--- config.mk ---
export PLATFORM = sky130hd
export DESIGN_NAME = spi_responder
export DESIGN_NICKNAME = d
export VERILOG_FILES = /design/src/rtl/spi_pkg.sv /design/src/rtl/spi_sync_edge.sv /design/src/rtl/spi_responder.sv
export SDC_FILE = /design/constraint.sdc
export NUM_CORES = 1
export LEC_CHECK = 0
export ABC_AREA = 0
export CAP_MARGIN = 0
export CORE_MARGIN = 2
export CORE_UTILIZATION = 50
export CTS_CLUSTER_SIZE = 16
export DETAILED_ROUTE_END_ITERATION = 6
export DONT_BUFFER_PORTS = 1
export PLACE_DENSITY = 0.76
export SYNTH_ARGS = -nofsm -noshare
export SYNTH_HDL_FRONTEND = slang
export SYNTH_SLANG_ARGS = --single-unit
--- constraint.sdc ---
create_clock -name i_clock -period 2.8 [get_ports i_clock]
set_clock_uncertainty 0.1 [all_clocks]
set_input_delay 0.28 -clock i_clock [delete_from_list [all_inputs] [get_ports i_clock]]
set_output_delay 0.28 -clock i_clock [all_outputs]
set_load 0.005 [all_outputs]
--- src/rtl/spi_pkg.sv ---
// Shared SPI frame definitions.
// Frame layout (MSB first on the wire): [15] R/W (1 = read), [14:8] address,
// [7:0] data. The SPI master uses the same constants, so change them together.
package spi_pkg;

  localparam int FRAME_W = 16;
  localparam int RW_BIT  = 15;
  localparam int ADDR_W  = 7;
  localparam int DATA_W  = 8;

  // Responder frame state, also exported on the debug output o_state.
  typedef enum logic [1:0] {
    ST_IDLE  = 2'd0,
    ST_SHIFT = 2'd1,
    ST_DONE  = 2'd2
  } spi_state_t;

endpackage

--- src/rtl/spi_sync_edge.sv ---
// Two-flop synchroniser for an asynchronous SPI line plus a third stage used
// to detect edges of the synchronised level.
// Ports:
//   i_clock  system clock
//   i_reset  synchronous active-high reset (all stages load IDLE_LEVEL)
//   i_async  asynchronous input line
//   o_rise   one-cycle pulse on a synchronised 0->1 transition
//   o_fall   one-cycle pulse on a synchronised 1->0 transition
module spi_sync_edge #(
  parameter logic IDLE_LEVEL = 1'b0
) (
  input  logic i_clock,
  input  logic i_reset,
  input  logic i_async,
  output logic o_rise,
  output logic o_fall
);

  logic [2:0] stage;
  logic [1:0] warm_cnt;
  logic       primed;

  always_ff @(posedge i_clock) begin
    if (i_reset) begin
      stage    <= {3{IDLE_LEVEL}};
      warm_cnt <= 2'd0;
    end else begin
      stage <= {stage[1:0], i_async};
      if (warm_cnt != 2'd3) warm_cnt <= warm_cnt + 2'd1;
    end
  end

  // Edges are suppressed until every stage holds a real sample. Without this,
  // leaving reset while the line sits at its non-idle level (CS held low
  // mid-frame) would look like an edge against the reset value.
  assign primed = (warm_cnt == 2'd3);
  assign o_rise = primed &  stage[1] & ~stage[2];
  assign o_fall = primed & ~stage[1] &  stage[2];

endmodule

--- src/rtl/spi_responder.sv ---
// SPI mode-0 slave emulating the Bluejay SLM control-register interface.
// SCLK/CS/MOSI are oversampled in the i_clock domain; fixed 16-bit frames
// write or read a small register file plus a read-only identity register.
// Ports:
//   i_clock, i_reset      system clock, synchronous active-high reset
//   i_sclk, i_cs_n, i_mosi asynchronous SPI inputs from the master
//   o_miso                read data, MSB first, changes on SCLK fall
//   o_wr_valid            one-cycle strobe for an accepted write
//   o_wr_addr, o_wr_data  address/data of the last accepted write (held)
//   o_frame_error         one-cycle pulse when CS rises mid-frame
//   o_busy                high while a frame window is open
//   o_state               frame state, for debug/monitoring
// o_wr_valid is a strobe with no ready: it is high for exactly one cycle per
// accepted write, o_wr_addr/o_wr_data are valid in that cycle and held after.
module spi_responder
  import spi_pkg::*;
#(
  parameter int                NUM_REGS     = 16,
  parameter logic [ADDR_W-1:0] WHOAMI_ADDR  = 7'h78,
  parameter logic [DATA_W-1:0] WHOAMI_VALUE = 8'hA5
) (
  input  logic              i_clock,
  input  logic              i_reset,
  input  logic              i_sclk,
  input  logic              i_cs_n,
  input  logic              i_mosi,
  output logic              o_miso,
  output logic              o_wr_valid,
  output logic [ADDR_W-1:0] o_wr_addr,
  output logic [DATA_W-1:0] o_wr_data,
  output logic              o_frame_error,
  output logic              o_busy,
  output spi_state_t        o_state
);

  localparam int                IDX_W      = (NUM_REGS > 1) ? $clog2(NUM_REGS) : 1;
  localparam logic [ADDR_W-1:0] NUM_REGS_A = ADDR_W'(NUM_REGS);

  logic sclk_rise, sclk_fall, cs_rise, cs_fall;
  logic [1:0] mosi_ff;
  logic       mosi_s;

  spi_state_t          state, state_next;
  logic [4:0]          bit_cnt;
  logic [FRAME_W-1:0]  rx_sr, frame_next;
  logic [DATA_W-1:0]   tx_sr;
  logic [DATA_W-1:0]   regs [NUM_REGS];
  logic                shift_en, last_bit, frame_err, wr_ok;

  spi_sync_edge #(.IDLE_LEVEL(1'b0)) u_sclk_sync (
    .i_clock (i_clock),
    .i_reset (i_reset),
    .i_async (i_sclk),
    .o_rise  (sclk_rise),
    .o_fall  (sclk_fall)
  );

  spi_sync_edge #(.IDLE_LEVEL(1'b1)) u_cs_sync (
    .i_clock (i_clock),
    .i_reset (i_reset),
    .i_async (i_cs_n),
    .o_rise  (cs_rise),
    .o_fall  (cs_fall)
  );

  // MOSI needs the same two-stage depth as SCLK so the sampled bit lines up
  // with the detected rising edge.
  always_ff @(posedge i_clock) begin
    if (i_reset) mosi_ff <= 2'b00;
    else         mosi_ff <= {mosi_ff[0], i_mosi};
  end
  assign mosi_s = mosi_ff[1];

  function automatic logic [DATA_W-1:0] read_mux(input logic [ADDR_W-1:0] addr);
    if (addr < NUM_REGS_A)        return regs[addr[IDX_W-1:0]];
    else if (addr == WHOAMI_ADDR) return WHOAMI_VALUE;
    else                          return '0;
  endfunction

  // Frame contents including the bit being shifted in this cycle.
  assign frame_next = {rx_sr[FRAME_W-2:0], mosi_s};
  assign wr_ok = last_bit && !frame_next[RW_BIT]
                 && (frame_next[14:8] < NUM_REGS_A);

  always_ff @(posedge i_clock) begin
    if (i_reset) state <= ST_IDLE;
    else         state <= state_next;
  end

  always_comb begin
    state_next = state;
    shift_en   = 1'b0;
    last_bit   = 1'b0;
    frame_err  = 1'b0;
    unique case (state)
      ST_IDLE: begin
        if (cs_fall) state_next = ST_SHIFT;
      end
      ST_SHIFT: begin
        if (cs_rise) begin
          state_next = ST_IDLE;
          frame_err  = (bit_cnt != 5'd0);
        end else if (sclk_rise) begin
          shift_en = 1'b1;
          if (bit_cnt == 5'd15) begin
            last_bit   = 1'b1;
            state_next = ST_DONE;
          end
        end
      end
      ST_DONE: begin
        // Extra SCLK edges are ignored; only CS rising ends the frame.
        if (cs_rise) state_next = ST_IDLE;
      end
      default: state_next = ST_IDLE;
    endcase
  end

  always_ff @(posedge i_clock) begin
    if (i_reset) begin
      bit_cnt       <= '0;
      rx_sr         <= '0;
      tx_sr         <= '0;
      o_miso        <= 1'b0;
      o_wr_valid    <= 1'b0;
      o_wr_addr     <= '0;
      o_wr_data     <= '0;
      o_frame_error <= 1'b0;
      for (int i = 0; i < NUM_REGS; i++) regs[i] <= '0;
    end else begin
      o_wr_valid    <= wr_ok;
      o_frame_error <= frame_err;

      if (state == ST_IDLE) begin
        bit_cnt <= '0;
        rx_sr   <= '0;
        tx_sr   <= '0;
      end

      if (shift_en) begin
        rx_sr   <= frame_next;
        bit_cnt <= bit_cnt + 5'd1;
        // Header complete after the 8th bit: capture read data now so it is
        // ready for the 8th falling edge.
        if (bit_cnt == 5'd7)
          tx_sr <= frame_next[7] ? read_mux(frame_next[ADDR_W-1:0]) : '0;
      end

      if (wr_ok) begin
        regs[frame_next[8+IDX_W-1:8]] <= frame_next[DATA_W-1:0];
        o_wr_addr                     <= frame_next[14:8];
        o_wr_data                     <= frame_next[DATA_W-1:0];
      end

      // MISO moves only on SCLK fall; bit_cnt here equals the fall number.
      if (state != ST_SHIFT) begin
        o_miso <= 1'b0;
      end else if (sclk_fall) begin
        if (bit_cnt == 5'd8) begin
          o_miso <= tx_sr[7];
        end else if (bit_cnt > 5'd8) begin
          o_miso <= tx_sr[6];
          tx_sr  <= tx_sr << 1;
        end else begin
          o_miso <= 1'b0;
        end
      end
    end
  end

  assign o_busy  = (state != ST_IDLE);
  assign o_state = state;

endmodule

==> results.json, run 1 <==
{
  "final_nets": 709,
  "drc_errors": 0,
  "coreArea_sq_mm": 0.0166,
  "rsz0062_at_grt": "no",
  "grt_pass1_wl_microns": 29800,
  "pin_count": 26,
  "synth_edf_count": 128,
  "cts_max_level": 4,
  "initial_core_util_pct": 51.1,
  "place_hpwl_microns": 12900,
  "crit_path_max_incr_delay_ps": 340,
  "switching_share_pct": 22.1,
  "critPathSlowestCell": "dfxtp_1",
  "power.leakage_nw": 3.35,
  "yosysWarnings": 0,
  "tightest_slew_ps": 821,
  "switching_power_mw": 1.23,
  "wire_per_inst_microns": 20.3,
  "dieArea_sq_mm": 0.0180,
  "critPathMaxFanout": 12,
  "stdcell_area_sq_mm": 0.00947,
  "die_h_microns": 134,
  "reg2reg_slack_ps": 180,
  "endpoint_kind": "flop",
  "area.growth.synth_to_final_pct": 11.7,
  "pwr-share-clk_pct": 41.4,
  "status": "completed",
  "multiInputGateArea_sq_mm": 0.00318,
  "crit_chain": "ha_1 > and3b_1 > nor3_4 > buf_4 > nand4b_2 > nor2_1 > or2_2",
  "cts_buffers": 17,
  "worstSetupStartpointType": "flop",
  "ys_seq_area_share_pct": 59.5,
  "grt_max_degree": 61,
  "die_w_microns": 134,
  "antenna_cells": 0,
  "synth_top_area_share_pct": 45.4,
  "cell_internal_pwr_mw": 4.35,
  "drv_cap": 0,
  "yosys.area.top_type": "edfxtp_1",
  "yosysMostFrequentCell": "edfxtp_1",
  "syn_area_sq_mm": 0.00847,
  "hold_viol": 0,
  "rows": 47,
  "timing.final.crit_share_pct": 93.5,
  "fin_crit_ps": 2620,
  "firstDrtPassIters": 5,
  "cts.path.max_buffers": 2,
  "ys.flop_type": "edfxtp_1",
  "ys_seq_elements": 188,
  "worst-setup-path-type": "reg2reg",
  "avgViaCountPerCell": 5.84,
  "combPwrFrac_pct": 3.7,
  "wirelength_microns": 18900,
  "maxSlewViolCount": 0,
  "antenna_found_initial": 0,
  "seqPwrFrac_pct": 54.9,
  "cp.arrival_ps": 2650,
  "vdd_ir_drop_max_mv": 0.499,
  "min_path_type": "in2reg",
  "grt.total_usage_pct": 22.1,
  "io_buffers": 0,
  "drive_gt1_share_pct": 19.7,
  "cts_num_sinks": 188,
  "ys_top_cells_by_area": "edfxtp_1 45%, dfxtp_1 14%, and2_1 8.7%",
  "num-fill-cells": 1311,
  "place_area_sq_mm": 0.00884,
  "insertion_delay_ps": 430,
  "grt_pass1_vias": 5283,
  "drtAntennaViolNets": 0,
  "clk_pin_slew_worst_paths_ps": 70,
  "setup_tns_ps": 0,
  "p_per_area_mw_per_mm2": 590,
  "seqCellArea_sq_mm": 0.00505,
  "synth.distinct_cells": 55,
  "synth_fp_nets": 696,
  "initialDrtViolationCount": 533,
  "cts_tree": "built",
  "slew_headroom_pct": 45.2,
  "fmax_mhz": 382,
  "syn_avg_cell_area_sq_um": 12.4,
  "cp.required_ps": 2830,
  "overflow": 0,
  "synthArstFlopShare_pct": 0,
  "synthTopCellsByCount": "128 x edfxtp_1, 118 x and2_1, 60 x dfxtp_1",
  "num_vias": 5439,
  "root_buffer": "clkbuf_16",
  "syn_inst": 686,
  "setup_viol": 0,
  "gp_congestion": 0.844
}
## per-stage QoR
step | setup WS, ps | utilization [%] | power, mW | cells | hold WS [ps]
after floorplan | 429 | - | 3.26 | 686 | 284
after global routing | 26.7 | 57.1 | 5.74 | 932 | 46.9
final | 181 | 57.1 | 5.59 | 932 | 56.7
after CTS | 179 | 57.0 | 5.60 | 931 | 67.4
after detailed placement | 213 | 53.3 | 3.31 | 895 | 257
after global placement | 329 | 53.3 | 3.30 | 895 | 256
## final timing paths
kind	endpoint	from	depth (start not counted)
min	regs[0][3]	i_reset	1
max	regs[14][7]	u_cs_sync.warm_cnt[0]	7
min reg2reg	u_cs_sync.stage[1]	u_cs_sync.stage[0]	1
max reg2reg	regs[14][7]	u_cs_sync.warm_cnt[0]	7
## logic make-up after synthesis
group / count (synthesis) / share of synthesized area (%)
compound gates: 67 / 4.84
xor+xnor: 2 / 0.207
fa+ha+maj: 5 / 0.738
buf+inv: 60 / 3.03
flops: 188 / 59.5
mux: 48 / 9.88
simple gates: 316 / 21.8
## metal layers
| metal | track usage [%] | vias to the layer above | wire length [microns] |
|---|---|---|---|
| met1 | 29.8 | 2668 | 7790 |
| met5 | 0 | - | 0 |
| met3 | 5.56 | 40 | 1280 |
| li1 | - | 2501 | - |
| met4 | 7.66 | 0 | 474 |
| met2 | 35.3 | 230 | 9350 |
## sequential cells by signal, summed over array words and instances (netlist names), 2 cells and up
name and cells:
bit_cnt 5, mosi_ff 2, o_state 2, o_wr_addr 7, o_wr_data 8, regs 128, rx_sr 15, tx_sr 8
u_cs_sync.stage 3, u_cs_sync.warm_cnt 2, u_sclk_sync.stage 3, u_sclk_sync.warm_cnt 2
## power by group through the flow
stage,sequential (mW),combinational (mW),clock (mW)
finish,3.07,0.206,2.31
global route,3.07,0.222,2.44
CTS,3.07,0.205,2.33
detailed placement,3.13,0.185,0
global placement,3.12,0.175,0
floorplan,3.11,0.152,0
## placed cells by master, fill, tap and decap left out, types with 3 or more instances in the layout
cell type,netlist,final
edfxtp_1,128,128
and2_1,118,118
nand2_1,59,59
dfxtp_1,60,59
buf_4,3,41
a21oi_1,38,38
nor2_1,29,29
mux4_2,28,28
nand3_1,27,27
clkbuf_16,0,18
or2_2,18,17
mux2i_1,15,15
nor3_1,14,14
nor2b_1,8,8
inv_1,6,7
o211ai_1,6,6
a211oi_1,5,5
a31oi_1,5,5
mux2_2,5,5
ha_1,5,5
nand3b_1,4,4
nor4_1,4,4
nor3b_1,4,4
inv_6,0,4
nor3_4,3,3
or3_1,3,3
nor4_4,3,3
and3_1,3,3
inv_4,0,3
dlygate4sd3_1,0,3
## critical path, delay by kind of cell (launching register included)
kind,cells,cell delay [ps]
simple gates,5,1340
flops,1,340
fa+ha+maj,1,280
buf+inv,1,250
## timing repair
action	in CTS	in global routing
endpoints found under the setup margin	0	8
gates resized for setup	0	1
endpoints found under the hold margin	60	0
hold buffers	4	0
buffers inserted	0	1
## cell type report
class / instances / share of cell area (%)
Tap cell: 220 / 2.91
Clock inverter: 13 / 1.06
Multi-Input combinational cell: 438 / 33.5
Clock buffer: 19 / 4.90
Sequential cell: 188 / 53.3
Timing Repair Buffer: 46 / 3.99
Inverter: 8 / 0.317
Power figures use the tool's default switching activity.
==> inputs of run 2 (changes only) <==
--- a/config.mk
+++ b/config.mk
@@ -5,7 +5,7 @@
 export SDC_FILE = /design/constraint.sdc
 export NUM_CORES = 1
 export LEC_CHECK = 0
-export ABC_AREA = 0
+export ABC_AREA = 1
 export CAP_MARGIN = 0
 export CORE_MARGIN = 2
 export CORE_UTILIZATION = 50
==> run 2 against run 1 <==
Net effect:
- global-route usage up 2.0 points
- fmax down 2.0%
- register-to-register slack worse by 50 ps
- worst hold slack better by 180 ps
- count of clock-buffer cells in the layout up 2
- worst setup slack worse by 54 ps
- non-clock buffer count down 8
- utilization up 0.62 points
==> results.json, run 2 <==
{
  "cts_tree": "built",
  "antenna_found_initial": 0,
  "antenna_cells": 0,
  "wire_per_inst_microns": 18.0,
  "timing.final.crit_share_pct": 95.5,
  "die_h_microns": 132,
  "crit_family": "simple AND/OR/NAND/NOR gates",
  "critPathBufInv": 3,
  "cts_buffers": 17,
  "yosysWarnings": 0,
  "reg2reg_depth": 13,
  "drc_errors": 0,
  "synth_top_area_share_pct": 46.9,
  "cp_num_cells": 13,
  "crit_chain": "ha_1 > nand2_1 > nor2_1 > ha_1 > inv_1 > nor2_1 > nand3_2 > nor2_4 > inv_2 > nor3_2 > nand3_1 > buf_4 > nor2_1",
  "critPathMaxFanout": 11,
  "pin_count": 26,
  "synth_fp_nets": 903,
  "top_register": "regs",
  "fin_crit_ps": 2670,
  "insertion_delay_ps": 450,
  "synthArstFlopShare_pct": 0,
  "num_vias": 6345,
  "ys_top_cells_by_area": "edfxtp_1 47%, dfxtp_1 15%, nor2_1 10%",
  "initial_core_util_pct": 51.4,
  "final_cell_mix": "223 x nor2_1, 128 x edfxtp_1, 118 x nand2_1",
  "largest_register_ff_count": 128,
  "setup_ws_ps": 127,
  "dieArea_sq_mm": 0.0174,
  "min_path_type": "in2reg",
  "drive_gt1_share_pct": 10.2,
  "drv_cap": 0,
  "worst-setup-path-type": "reg2reg",
  "grt.total_usage_pct": 24.1,
  "ys.flop_type": "edfxtp_1",
  "avgViaCountPerCell": 5.63,
  "seqCellArea_sq_mm": 0.00505,
  "clk_pin_slew_worst_paths_ps": 80,
  "synth.distinct_cells": 34,
  "critPathSlowestCell": "dfxtp_1",
  "syn_inst": 893,
  "gp_congestion": 0.911,
  "grt_max_degree": 66,
  "ys_seq_elements": 188,
  "final_util_pct": 57.7,
  "status": "completed",
  "grt_pass1_wl_microns": 32200,
  "hold_viol": 0,
  "fmax_mhz": 374,
  "crit_path_max_incr_delay_ps": 400,
  "crit_path_frequent_cell": "nor2_1",
  "place_area_sq_mm": 0.00854,
  "layout_commonest_cell": "nor2_1",
  "multiInputGateArea_sq_mm": 0.00272,
  "die_w_microns": 132,
  "synth_edf_count": 128,
  "top_regs": "regs: 128 flops, rx_sr: 15 flops",
  "yosys.area.top_type": "edfxtp_1",
  "wirelength_microns": 20300,
  "overflow": 0,
  "power.leakage_nw": 3.18,
  "synthTopCellsByCount": "223 x nor2_1, 128 x edfxtp_1, 126 x nand2_1",
  "root_buffer": "clkbuf_16",
  "dp_worst_setup_slack_ps": 123,
  "syn_avg_cell_area_sq_um": 9.17,
  "num-fill-cells": 1347,
  "endpoint_kind": "flop",
  "cts_max_level": 4,
  "maxSlewViolCount": 0,
  "critPathLaunch": "bit_cnt[0]",
  "firstDrtPassIters": 6,
  "syn_area_sq_mm": 0.00819,
  "rows": 46,
  "slew_headroom_pct": 50.0,
  "grt_pass1_vias": 6046,
  "r2r_end": "regs[10][0]",
  "tightest_slew_ps": 750,
  "whs_ps": 233,
  "cts.path.max_buffers": 2,
  "cp.arrival_ps": 2850,
  "vdd_ir_drop_max_mv": 0.443,
  "cts_num_sinks": 188,
  "setup_viol": 0,
  "final_cells": 1127,
  "io_buffers": 0,
  "ys_seq_area_share_pct": 61.6,
  "place_hpwl_microns": 12900,
  "cp.required_ps": 2970,
  "stdcell_area_sq_mm": 0.00920,
  "coreArea_sq_mm": 0.0159,
  "drtAntennaViolNets": 0,
  "worstSetupStartpointType": "flop",
  "worstSetupEndpoint": "regs[10][0]",
  "final_nets": 908,
  "initialDrtViolationCount": 809,
  "p_per_area_mw_per_mm2": 645,
  "yosysMostFrequentCell": "nor2_1",
  "area.growth.synth_to_final_pct": 12.4,
  "dp_cells": 1090,
  "reg2reg_from": "bit_cnt[0]",
  "reg2reg_slack_ps": 130
}
## run 2: cell count changes after synthesis, sizes merged, moves of 15 or more
| cell | previous run | this run |
|---|---|---|
| a21oi | 38 | 23 |
| and2 | 119 | 0 |
| inv | 6 | 58 |
| mux2i | 15 | 0 |
| mux4 | 28 | 0 |
| nand2 | 60 | 129 |
| nand3 | 27 | 56 |
| nor2 | 29 | 225 |
| o21ai | 2 | 86 |
| or2 | 18 | 3 |
## run 2: kinds of logic (layout without fill, tap and decap cells)
| kind of cell | after synthesis | count (layout) | synth area share (%) |
|---|---|---|---|
| and+or+nand+nor | 435 | 435 | 22.2 |
| DFF | 188 | 188 | 61.6 |
| AOI/OAI and AO/OA | 144 | 144 | 9.70 |
| xor gates and xnor gates | 3 | 3 | 0.321 |
| adders and majority gates | 5 | 5 | 0.764 |
| buffers and inverters | 118 | 136 | 5.44 |
## run 2: where the power goes
group,switching (mW),leakage [nW],internal (mW)
clock network,1.10,0.288,1.29
logic,0.310,1.18,0.106
registers,0.0513,1.71,3.08
## run 2: layout make-up
class / instances / area share, %
multi-input combinational: 587 / 29.5
timing repair buffer: 38 / 3.62
tap: 216 / 2.94
sequential: 188 / 54.8
inverter: 66 / 2.69
clock inverter: 11 / 1.02
clock buffer: 21 / 5.36
## run 2: worst register-to-register path: cells and delay by family, from the launching register on
kind                       cells  cell delay [ps]
adders and majority gates      2              340
buffers and inverters          3              380
DFF                            1              400
and+or+nand+nor                8             1290
## run 2: how the worst min path moves through the flow
| stage | from | endpoint | slack (ps) | depth (start not counted) |
|---|---|---|---|---|
| after floorplan | i_cs_n | u_cs_sync.stage[0] | 280 | 1 |
| after global placement | i_reset | mosi_ff[1] | 250 | 1 |
| after detailed placement | i_reset | mosi_ff[1] | 250 | 1 |
| after CTS | i_reset | u_cs_sync.stage[2] | 200 | 3 |
| after global routing | i_reset | u_cs_sync.stage[2] | 250 | 3 |
| final | i_reset | u_cs_sync.stage[2] | 230 | 3 |
## run 2: layer usage
| metal | share of wire, % | vias to the layer above | routed length (microns) | GRT usage (%) |
|---|---|---|---|---|
| met5 | 0 | - | 0 | 0 |
| met4 | 2.9 | 0 | 593 | 9.90 |
| met3 | 7.9 | 46 | 1610 | 5.84 |
| met2 | 49 | 297 | 10100 | 39.7 |
| met1 | 40 | 2995 | 8070 | 30.6 |
| li1 | - | 3007 | - | - |
## run 2: timing repair
item,4_1_cts,5_1_grt
setup endpoints to repair,0,64
resized for setup,0,8
hold buffers,5,0
setup buffers,0,0
endpoints found under the hold margin,31,0
## run 2: metrics by stage
step	setup TNS (ps)	total power, mW
floorplan	0	3.47
global placement	0	3.57
detailed placement	0	3.58
CTS	0	5.95
global route	-126	6.13
finish	0	5.94
